[src/rtl/gfx_cmd_pkg.sv]
// Shared constants and FSM encoding for the G10k command front-end.
package gfx_cmd_pkg;
  localparam int CMD_W = 24;
  localparam int OP_HI = 23;
  localparam int OP_LO = 20;

  typedef enum logic [1:0] {
    ST_IDLE      = 2'd0,
    ST_GAP       = 2'd1,
    ST_WAIT_DONE = 2'd2
  } cmd_state_e;
endpackage

[src/rtl/gfx_cmd_fifo.sv]
// Synchronous FIFO with registered occupancy count and synchronous clear.
module gfx_cmd_fifo #(
  parameter int DEPTH = 16,
  parameter int AW    = 4,
  parameter int W     = 24
) (
  input  logic          clk,
  input  logic          rst,
  input  logic          clr,
  input  logic          push,
  input  logic          pop,
  input  logic [W-1:0]  din,
  output logic [W-1:0]  dout,
  output logic [AW:0]   count
);
  logic [W-1:0]  mem [DEPTH];
  logic [AW-1:0] wr_ptr, rd_ptr;
  logic          do_push, do_pop;

  assign do_push = push && (count != (AW+1)'(DEPTH));
  assign do_pop  = pop && (count != '0);
  assign dout    = mem[rd_ptr];

  always_ff @(posedge clk)
    if (do_push) mem[wr_ptr] <= din;

  always_ff @(posedge clk or negedge rst) begin
    if (!rst) begin
      wr_ptr <= '0;
      rd_ptr <= '0;
      count  <= '0;
    end else if (clr) begin
      wr_ptr <= '0;
      rd_ptr <= '0;
      count  <= '0;
    end else begin
      if (do_push) wr_ptr <= wr_ptr + 1'b1;
      if (do_pop)  rd_ptr <= rd_ptr + 1'b1;
      case ({do_push, do_pop})
        2'b10:   count <= count + 1'b1;
        2'b01:   count <= count - 1'b1;
        default: ;
      endcase
    end
  end
endmodule

[src/rtl/gfx_cmd_queue.sv]
// G10k command front-end: queues CPU words and replays them as spaced start pulses,
// stalling on blocking commands until clear-done and optionally gating on frame sync.
module gfx_cmd_queue
  import gfx_cmd_pkg::*;
#(
  parameter int         DEPTH    = 16,
  parameter int         AW       = 4,
  parameter int         GAP      = 4,
  parameter logic [3:0] BLOCK_OP = 4'hF,
  parameter int         TIMEOUT  = 4096
) (
  input  logic             clk,
  input  logic             rst,
  input  logic             wr_en,
  input  logic [CMD_W-1:0] wr_data,
  output logic             full,
  output logic [AW:0]      level,
  output logic [CMD_W-1:0] cmd_out,
  output logic             cmd_start,
  input  logic             done,
  input  logic             frame,
  input  logic             sync_mode,
  input  logic             flush,
  input  logic             clr_flags,
  output logic             ovf,
  output logic             tmo,
  output logic             busy
);
  localparam int GW = $clog2(GAP + 1);
  localparam int TW = $clog2(TIMEOUT + 1);

  cmd_state_e       state;
  logic [GW-1:0]    gap_cnt;
  logic [TW-1:0]    wait_cnt;
  logic             win;
  logic [CMD_W-1:0] head;
  logic [AW:0]      count;
  logic             push, issue, empties, ovf_evt, tmo_evt;

  assign full    = (count == (AW+1)'(DEPTH));
  assign level   = count;
  assign busy    = (state != ST_IDLE) || (count != '0);
  assign push    = wr_en && !full && !flush;
  assign issue   = (state == ST_IDLE) && (count != '0) && (!sync_mode || win) && !flush;
  // A same-cycle write keeps the FIFO non-empty, so the window stays open.
  assign empties = issue && (count == (AW+1)'(1)) && !push;
  assign ovf_evt = wr_en && full && !flush;
  assign tmo_evt = (state == ST_WAIT_DONE) && !done && !flush && (wait_cnt == TW'(TIMEOUT - 1));

  gfx_cmd_fifo #(.DEPTH(DEPTH), .AW(AW), .W(CMD_W)) u_fifo (
    .clk   (clk),
    .rst   (rst),
    .clr   (flush),
    .push  (push),
    .pop   (issue),
    .din   (wr_data),
    .dout  (head),
    .count (count)
  );

  // GAP state lasts GAP-1 edges so the next IDLE issue lands exactly GAP edges later.
  always_ff @(posedge clk or negedge rst) begin
    if (!rst) begin
      state     <= ST_IDLE;
      gap_cnt   <= '0;
      wait_cnt  <= '0;
      cmd_out   <= '0;
      cmd_start <= 1'b0;
    end else begin
      cmd_start <= 1'b0;
      if (flush) begin
        state <= ST_IDLE;
      end else begin
        case (state)
          ST_IDLE: if (issue) begin
            cmd_out   <= head;
            cmd_start <= 1'b1;
            gap_cnt   <= '0;
            wait_cnt  <= '0;
            state     <= (head[OP_HI:OP_LO] == BLOCK_OP) ? ST_WAIT_DONE : ST_GAP;
          end
          ST_GAP: begin
            if (gap_cnt == GW'(GAP - 2)) state <= ST_IDLE;
            else gap_cnt <= gap_cnt + 1'b1;
          end
          ST_WAIT_DONE: begin
            if (done || tmo_evt) begin
              state   <= ST_GAP;
              gap_cnt <= '0;
            end else begin
              wait_cnt <= wait_cnt + 1'b1;
            end
          end
          default: state <= ST_IDLE;
        endcase
      end
    end
  end

  always_ff @(posedge clk or negedge rst) begin
    if (!rst) begin
      win <= 1'b0;
      ovf <= 1'b0;
      tmo <= 1'b0;
    end else begin
      if (flush || empties) win <= 1'b0;
      else if (frame)       win <= 1'b1;
      if (ovf_evt)        ovf <= 1'b1;
      else if (clr_flags) ovf <= 1'b0;
      if (tmo_evt)        tmo <= 1'b1;
      else if (clr_flags) tmo <= 1'b0;
    end
  end
endmodule

[config.mk]
export PLATFORM = sky130hd
export DESIGN_NAME = gfx_cmd_queue
export DESIGN_NICKNAME = d
export VERILOG_FILES = /design/src/rtl/gfx_cmd_pkg.sv /design/src/rtl/gfx_cmd_fifo.sv /design/src/rtl/gfx_cmd_queue.sv
export SDC_FILE = /design/constraint.sdc
export NUM_CORES = 1
export LEC_CHECK = 0
export BUFFER_PORTS_ARGS = -buffer_cell sky130_fd_sc_hd__buf_2
export CORE_MARGIN = 5
export CORE_UTILIZATION = 55
export DETAILED_ROUTE_END_ITERATION = 8
export PLACE_DENSITY = 0.76
export RECOVER_POWER = 25
export SLEW_MARGIN = 10
export SYNTH_ARGS = -nofsm -noshare
export SYNTH_HDL_FRONTEND = slang
export SYNTH_SLANG_ARGS = --single-unit
[constraint.sdc]
create_clock -name clk -period 5.85 [get_ports clk]
set_clock_uncertainty 0.05 [all_clocks]
set_input_delay 1.17 -clock clk [delete_from_list [all_inputs] [get_ports clk]]
set_output_delay 1.17 -clock clk [all_outputs]
set_load 0.01 [all_outputs]
==> results of run 1 <==
==> layout make-up <==
| type | count | share of cell area, % |
|---|---|---|
| sequential | 443 | 65.7 |
| clock inverter | 26 | 1.12 |
| clock buffer | 54 | 5.96 |
| tap | 402 | 2.54 |
| inverter | 14 | 0.265 |
| timing repair buffer | 88 | 2.45 |
| multi-input combinational | 436 | 21.9 |
==> stage by stage <==
step / cell area [sq um] / setup slack [ns] / total power (W) / util, % / instances
3_5_place_dp: 18400 / 1.67 / 0.00515 / 58.1 / 1383
2_1_floorplan: 17800 / 2.86 / 0.00481 / - / 942
4_1_cts: 19800 / 2.25 / 0.00786 / 62.5 / 1463
6_report: 19800 / 2.25 / 0.00779 / 62.4 / 1463
5_1_grt: 19800 / 1.95 / 0.00812 / 62.4 / 1463
3_3_place_gp: 18400 / 1.74 / 0.00512 / 58.1 / 1383
==> metal layers <==
metal | global-route usage, % | up-vias | part of all wire (%)
li1 | - | 3998 | -
met1 | 28.5 | 4649 | 42
met2 | 33.3 | 260 | 50
met3 | 3.08 | 49 | 5.5
met4 | 5.15 | 0 | 1.9
met5 | 0 | - | 0
==> synth_stat cells, types with 7 or more instances <==
library cell and number:
a211oi_1 23, a21o_1 21, a21oi_1 9, and2_1 13
buf_2 16, buf_6 8, clkbuf_1 11, dfrtp_1 59
edfxtp_1 384, ha_1 12, inv_1 13, mux2i_1 51
mux4_1 15, mux4_2 61, nand2_1 41, nand2b_1 14
nand3_1 20, nor2_1 21, o21ai_0 11, o21ai_1 15
o221ai_1 12, o221ai_2 8, o22ai_1 22, xnor2_1 7
==> path summary, 6_finish.rpt <==
| check | from | depth (start not counted) | end |
|---|---|---|---|
| setup / recovery | flush | 7 | u_fifo.mem[4][1]$_DFFE_PP_ |
| hold / removal | cmd_out[16]$_DFFE_PN0P_ | 1 | cmd_out[16]$_DFFE_PN0P_ |
| setup reg to reg | u_fifo.count[1]$_DFFE_PN0P_ | 9 | u_fifo.mem[4][1]$_DFFE_PP_ |
| hold reg to reg | cmd_out[16]$_DFFE_PN0P_ | 1 | cmd_out[16]$_DFFE_PN0P_ |
| max in group asynchronous | rst | 2 | u_fifo.rd_ptr[0]$_DFFE_PN0P_ |
| min in group asynchronous | rst | 2 | cmd_out[1]$_DFFE_PN0P_ |
==> report_power, final <==
group          total [W]  switching (W)  internal [W]
combinational    0.00128       0.000672      0.000608
sequential       0.00379       0.000189       0.00360
clock            0.00272        0.00111       0.00160
==> flip-flops by register name, summed over array words and instances (netlist names) <==
name and flops:
cmd_out 24, u_fifo.wr_ptr 4, win 1, tmo 1
gap_cnt 3, cmd_start 1, u_fifo.mem 384, u_fifo.count 5
ovf 1, wait_cnt 13, u_fifo.rd_ptr 4, state 2
==> cells in the final DEF (no fill, tap or decap), types with 3 or more instances in the layout <==
master and instances:
and2_1 13, o21ai_0 11, mux4_2 61, clkbuf_16 45, a21o_1 21, nand2b_1 14, mux2i_1 51, o21a_1 4
nand3_1 20, o22ai_1 22, nor2_1 21, buf_2 45, ha_1 12, xnor2_1 7, o21ai_1 15, bufinv_16 4
nor3_1 4, a211oi_1 23, buf_4 22, and3_1 3, clkinv_1 11, o221ai_2 8, dfrtp_1 57, and4_1 6
mux4_1 15, a22oi_1 4, clkinv_2 9, inv_1 13, xor2_1 3, nand2_1 41, a21oi_1 9, clkbuf_1 27
edfxtp_1 384, o221ai_1 12, nand4_1 6, nor2b_1 4
==> logic make-up after synthesis <==
| group | Yosys count |
|---|---|
| AO/OA/AOI/OAI | 142 |
| flip-flops | 443 |
| buffers and inverters | 63 |
| multiplexers | 127 |
| AND/OR/NAND/NOR | 145 |
| adder cells (fa/ha/maj) | 12 |
| XOR/XNOR | 10 |
==> results.md, run 1 <==
- Final setup vio count: 0
- Endpoint type of the worst setup path: flop
- NumNets Final: 1071
- Cell family with most CP delay: simple AND/OR/NAND/NOR gates
- DRT iter0 DRCs: approximately 750
- Multiplexer share of the synthesized area: about an eighth
- Inserted Clock Buffers: 44
- Gr usage total: between 20% and 30%
- Compound-Gate Fraction of Synth Area: 5.85%
- Cell chain of the critical path: buf_2 > nand2b_1 > nor2_1 > nand2_1 > nor2_1 > and2_1 > buf_4
- Slew headroom: slightly above 20%
- Clock root buffer: clkbuf_16
- Number of vias per cell: around 6
- Adder-Cell Fraction of Synth Area: less than 1%
- CP Data Required Time: just over 6 ns
- Setup TNS: 0 ns
- Critical Path AT: approximately 3.8 ns
- F_max: between 200 and 300 MHz
- Total wire length: 35.5 mm
- Status: finished, final reports clean
- I/O pin count: between 60 and 70
- Hold WS: around 0.42 ns
- CTS tree: done
- DP HPWL: roughly 21 mm
- PwrDens: a little under 400 nW/um^2
- Final Max Tran Viols: 0
- YS warnings: 0
- Hold Violations, Final: 0
- Avg Cell Area, Syn: between 15 and 20 sq um
- CP Launch Type: input port
- CTS Hold Buffers Added: 0
- Port buffer count: 65
- Maximum VDD drop: around 260 uV
- Leak: about 6.7 nW
- CTS resizes: 0
- Synth cell types: a little over 60
- Tcrit/Tclk final: about 60%
- Die X: between 150 and 200 um
- Area of the multi-input gates: around 4300 sq um
- CTS Buffer Depth: 3
- Clk sinks: around 440
- RD Place Congestion: 0.778
- Vias in the first global route: slightly above 9000
- Sequential-to-total area share from yosys stat: around 73%
- Post-CTS Setup Bufs: 0
- Clock Latency Late Sink: roughly 0.53 ns
- Vias post-DR: approximately 9000
- Avg WL per Cell: around 24 um
- Worst Hold Class: flop to flop
- Most used cell, CP: nor2_1
- Core area: about 32000 sq um
- Initial Util: 56.0%
- Synth Net Count: 986
- Synth Area in XOR/XNOR: less than 1%
- Area leader, netlist: edfxtp_1
- Clock-pin slew on the worst setup and hold paths: ~0.060 ns
- Die Height: roughly 190 um
- DRT antenna net count: 0
- Synth async-reset ratio: about an eighth
- Main synth FF type: edfxtp_1
- Crit Path Max Fanout: 23
- Max stage delay on crit path: ~0.94 ns
- Tightest Pin Transition: 1.19 ns
- ANT cells: 0
- Post-Synthesis Cells: 942
- Die footprint: around 36000 sq um
- Fill count: about 2100
- Maximum number of pins on one net before global-route repair: between 60 and 70
- Global-route wire length before repair: 55.3 mm
- FP Rows: 65
- Slowest stage cell on the critical path: and2_1
- Critical path class: input port to flop
- Largest family of logic cells by synthesized area: multiplexers
- #FFs+latches synth: between 400 and 500
- RSZ-0062 raised after global routing: false
- Reg-to-reg slack, setup: 2.27 ns
- DRC: 0
- Grt ovf: 0
- Max Cap Viol: 0
- Mapped Area: about 18000 sq um
- Share of cells above drive strength 1: between 10% and 20%
- H-tree depth: 2
- DRT Pass-1 Iters: 5
- Min cycle time layout: 3.60 ns
- Top cell type's share of synthesized area: 64.9%
- Initial antenna violation count: 0
- Synth top area cells: edfxtp_1 65%, dfrtp_1 8.3%, mux4_2 7.7%
- Worst Path Buf+Inv: 2
- Post-synth EDFFs: around 380
- Synthesis-to-layout area growth: 11.4%
- Seq. cell area: between 10000 and 15000 sq um
- Post-synthesis simple-gate area fraction: between 4 and 5%
Note: power is estimated with default switching activity, not from simulation.
==> run 2, diff against run 1 <==
--- a/config.mk
+++ b/config.mk
@@ -9,7 +9,7 @@
 export CORE_MARGIN = 5
 export CORE_UTILIZATION = 55
 export DETAILED_ROUTE_END_ITERATION = 8
-export PLACE_DENSITY = 0.76
+export PLACE_DENSITY = 0.79
 export RECOVER_POWER = 25
 export SLEW_MARGIN = 10
 export SYNTH_ARGS = -nofsm -noshare
==> constraint.sdc (replaced) <==
create_clock -name clk -period 3 [get_ports clk]
set_clock_uncertainty 0.05 [all_clocks]
set_input_delay 0.6 -clock clk [delete_from_list [all_inputs] [get_ports clk]]
set_output_delay 0.6 -clock clk [all_outputs]
set_load 0.01 [all_outputs]
==> results.md, run 2 (same netlist as run 1, synthesis figures left out) <==
- Status: finished, final reports clean
- Vias post-DR: 9226 (+3.0%)
- Comb power frac: 17.7% (+1.3 points)
- Initial antenna violation count: 1 (+1)
- Critical R2R Capture: u_fifo.mem[5][1]$_DFFE_PP_
- FP Rows: 65 (unchanged)
- Leak: 6.83 nW (+1.8%)
- Max reg flops: 384 (unchanged)
- RD Place Congestion: 0.781 (+0.32%)
- Pwr Total: 0.0153 W (+97%)
- Placed inst area: 18600 sq um (+1.0%)
- Final Max Tran Viols: 0 (unchanged)
- DRC: 0 (unchanged)
- CP Data Required Time: 2.35 ns (-3.69 ns)
- Critical Path AT: 2.18 ns (-1.61 ns)
- Biggest regs: u_fifo.mem x384, cmd_out x24, wait_cnt x13
- Worst Hold Class: input port to flop
- Largest register by flop count: u_fifo.mem
- DRT iter0 DRCs: 949 (+27%)
- RSZ-0062 raised after global routing: false
- Sw Share: 25.9% (+0.57 points)
- Share of cells above drive strength 1: 21.9% (+2.0 points)
- Post-CTS Setup Bufs: 0 (unchanged)
- Fin area: 20000 sq um (+1.0%)
- Core area: 31700 sq um (unchanged)
- DRT Pass-1 Iters: 5 (unchanged)
- DRT antenna net count: 0 (unchanged)
- CTS resizes: 0 (unchanged)
- Clock Latency Late Sink: 0.54 ns (about the same)
- Global-route wire length before repair: 57.6 mm (+4.1%)
- Hold Violations, Final: 0 (unchanged)
- Slew headroom: 9.48% (-11 points)
- H-tree depth: 2 (unchanged)
- Vias in the first global route: 9581 (+3.6%)
- Seq pwr share: 47.8% (-0.9 points)
- Critical path class: flop to output pin
- Grt ovf: 0 (unchanged)
- Die Height: 190 um (unchanged)
- Clock-pin slew on the worst setup and hold paths: 0.06 ns (about the same)
- Fill count: 2174 (+1.5%)
- NumNets Final: 1090 (+1.8%)
- CTS Buffer Depth: 3 (unchanged)
- CTS Hold Buffers Added: 0 (unchanged)
- Psw: 0.00396 W (+100%)
- Clock root buffer: clkbuf_16
- Crit Path Max Fanout: 6 (-74%)
- Reg-to-reg slack, setup: 0.49 ns (-1.78 ns)
- Setup TNS: 0 ns (unchanged)
- Seq. cell area: 13000 sq um (unchanged)
- Tcrit/Tclk final: roughly 94%
- Pre-CTS setup slack: 0.506 ns (-1.16 ns)
- Endpoint type of the worst setup path: output pin
- CTS tree: done
- CP Launch Type: flop
- Port buffer count: 65 (unchanged)
- Inserted Clock Buffers: 44 (unchanged)
- Crit path launch: u_fifo.count[0]$_DFFE_PN0P_
- Final setup vio count: 0 (unchanged)
- Internal power: 0.0113 W (+95%)
- R2R depth: 9 (unchanged)
- Final worst slack: 0.172 ns (-2.08 ns)
- Commonest cells after routing, fill and taps aside: 384 x edfxtp_1, 61 x mux4_2, 57 x dfrtp_1
- Hold WS: 0.235 ns (-0.184 ns)
- Maximum VDD drop: 684 uV (+160%)
- Tightest Pin Transition: 1.36 ns (+0.169 ns)
- ANT cells: 0 (unchanged)
- Total wire length: 37.1 mm (+4.6%)
- Number of vias per cell: 6.23 (+1.7%)
- Gr usage total: 20.9% (+0.80 points)
- Clock share of power: 34.5% (-0.4 points)
- Min cycle time layout: 2.83 ns
- Area of the multi-input gates: 4340 sq um (unchanged)
- Most common cell after layout, fill and taps aside: edfxtp_1
- DP HPWL: 22.3 mm (+7.5%)
- Die X: 190 um (unchanged)
- Max Cap Viol: 0 (unchanged)
- Maximum number of pins on one net before global-route repair: 80 (+18%)
- Synthesis-to-layout area growth: 12.6%
- Initial Util: 56.0% (unchanged)
- F_max: about 350 MHz
- I/O pin count: 66 (unchanged)
- Avg WL per Cell: 25.0 um (+3.3%)
- Clk sinks: 443 (unchanged)
- R2R Path Start: u_fifo.count[0]$_DFFE_PN0P_
- Die footprint: 36000 sq um (unchanged)
- End point of the critical path: busy
- PwrDens: 765 nW/um^2 (+95%)
[run 2: cell count changes in the layout (fill, tap and decap cells not counted), moves of 3 or more]
| cell | before | now |
|---|---|---|
| buf_12 | 1 | 5 |
| buf_2 | 45 | 48 |
| buf_4 | 22 | 37 |
| bufinv_16 | 4 | 1 |
| clkbuf_1 | 27 | 24 |
| clkbuf_8 | 2 | 7 |
| clkinv_1 | 11 | 8 |
[run 2: stage by stage]
step / utilization, % / cells
2_1_floorplan: - / 942
3_3_place_gp: 58.7 / 1402
3_5_place_dp: 58.7 / 1402
4_1_cts: 63.1 / 1482
5_1_grt: 63.1 / 1482
6_report: 63.1 / 1482
[run 2: power groups by stage]
stage | Clock [W] | Combinational, W | Sequential [W]
detailed placement | 0 | 0.00272 | 0.00744
finish | 0.00529 | 0.00270 | 0.00732
CTS | 0.00535 | 0.00274 | 0.00732
global route | 0.00565 | 0.00293 | 0.00735
global placement | 0 | 0.00267 | 0.00743
floorplan | 0 | 0.00199 | 0.00739
[run 2: worst min-delay path by stage]
stage | start | endpoint | slack, ns | cells after the start
2_1_floorplan | rst | cmd_out[0]$_DFFE_PN0P_ | 0.25 | 0
3_3_place_gp | cmd_out[17]$_DFFE_PN0P_ | cmd_out[17]$_DFFE_PN0P_ | 0.41 | 1
3_5_place_dp | cmd_out[14]$_DFFE_PN0P_ | cmd_out[14]$_DFFE_PN0P_ | 0.41 | 1
4_1_cts | rst | u_fifo.count[4]$_DFFE_PN0P_ | 0.006 | 1
5_1_grt | clr_flags | tmo$_DFFE_PN0P_ | 0.23 | 2
6_report | clr_flags | tmo$_DFFE_PN0P_ | 0.23 | 2
[run 2: area by class of cell]
cell class,instances,area share (%)
Tap cell,402,2.51
Clock buffer,60,6.37
Multi-Input combinational cell,436,21.7
Clock inverter,20,0.669
Inverter,14,0.263
Sequential cell,443,65.1
Timing Repair Buffer,107,3.41
[run 2: critical path, cell delays in order, from the launching register on]
cell and delay [ns]:
dfrtp_1 0.45, inv_1 0.14, ha_1 0.17, or4b_4 0.50, nand2b_1 0.20, buf_2 0.17
[run 2: routing by layer]
layer	share of wire [%]	vias to the layer above	wire, um	track usage (%)
li1	-	4043	-	-
met1	41	4799	15300	28.8
met2	51	325	18800	35.6
met3	5.5	57	2040	3.01
met4	2.4	2	893	5.48
met5	0.035	-	13	0
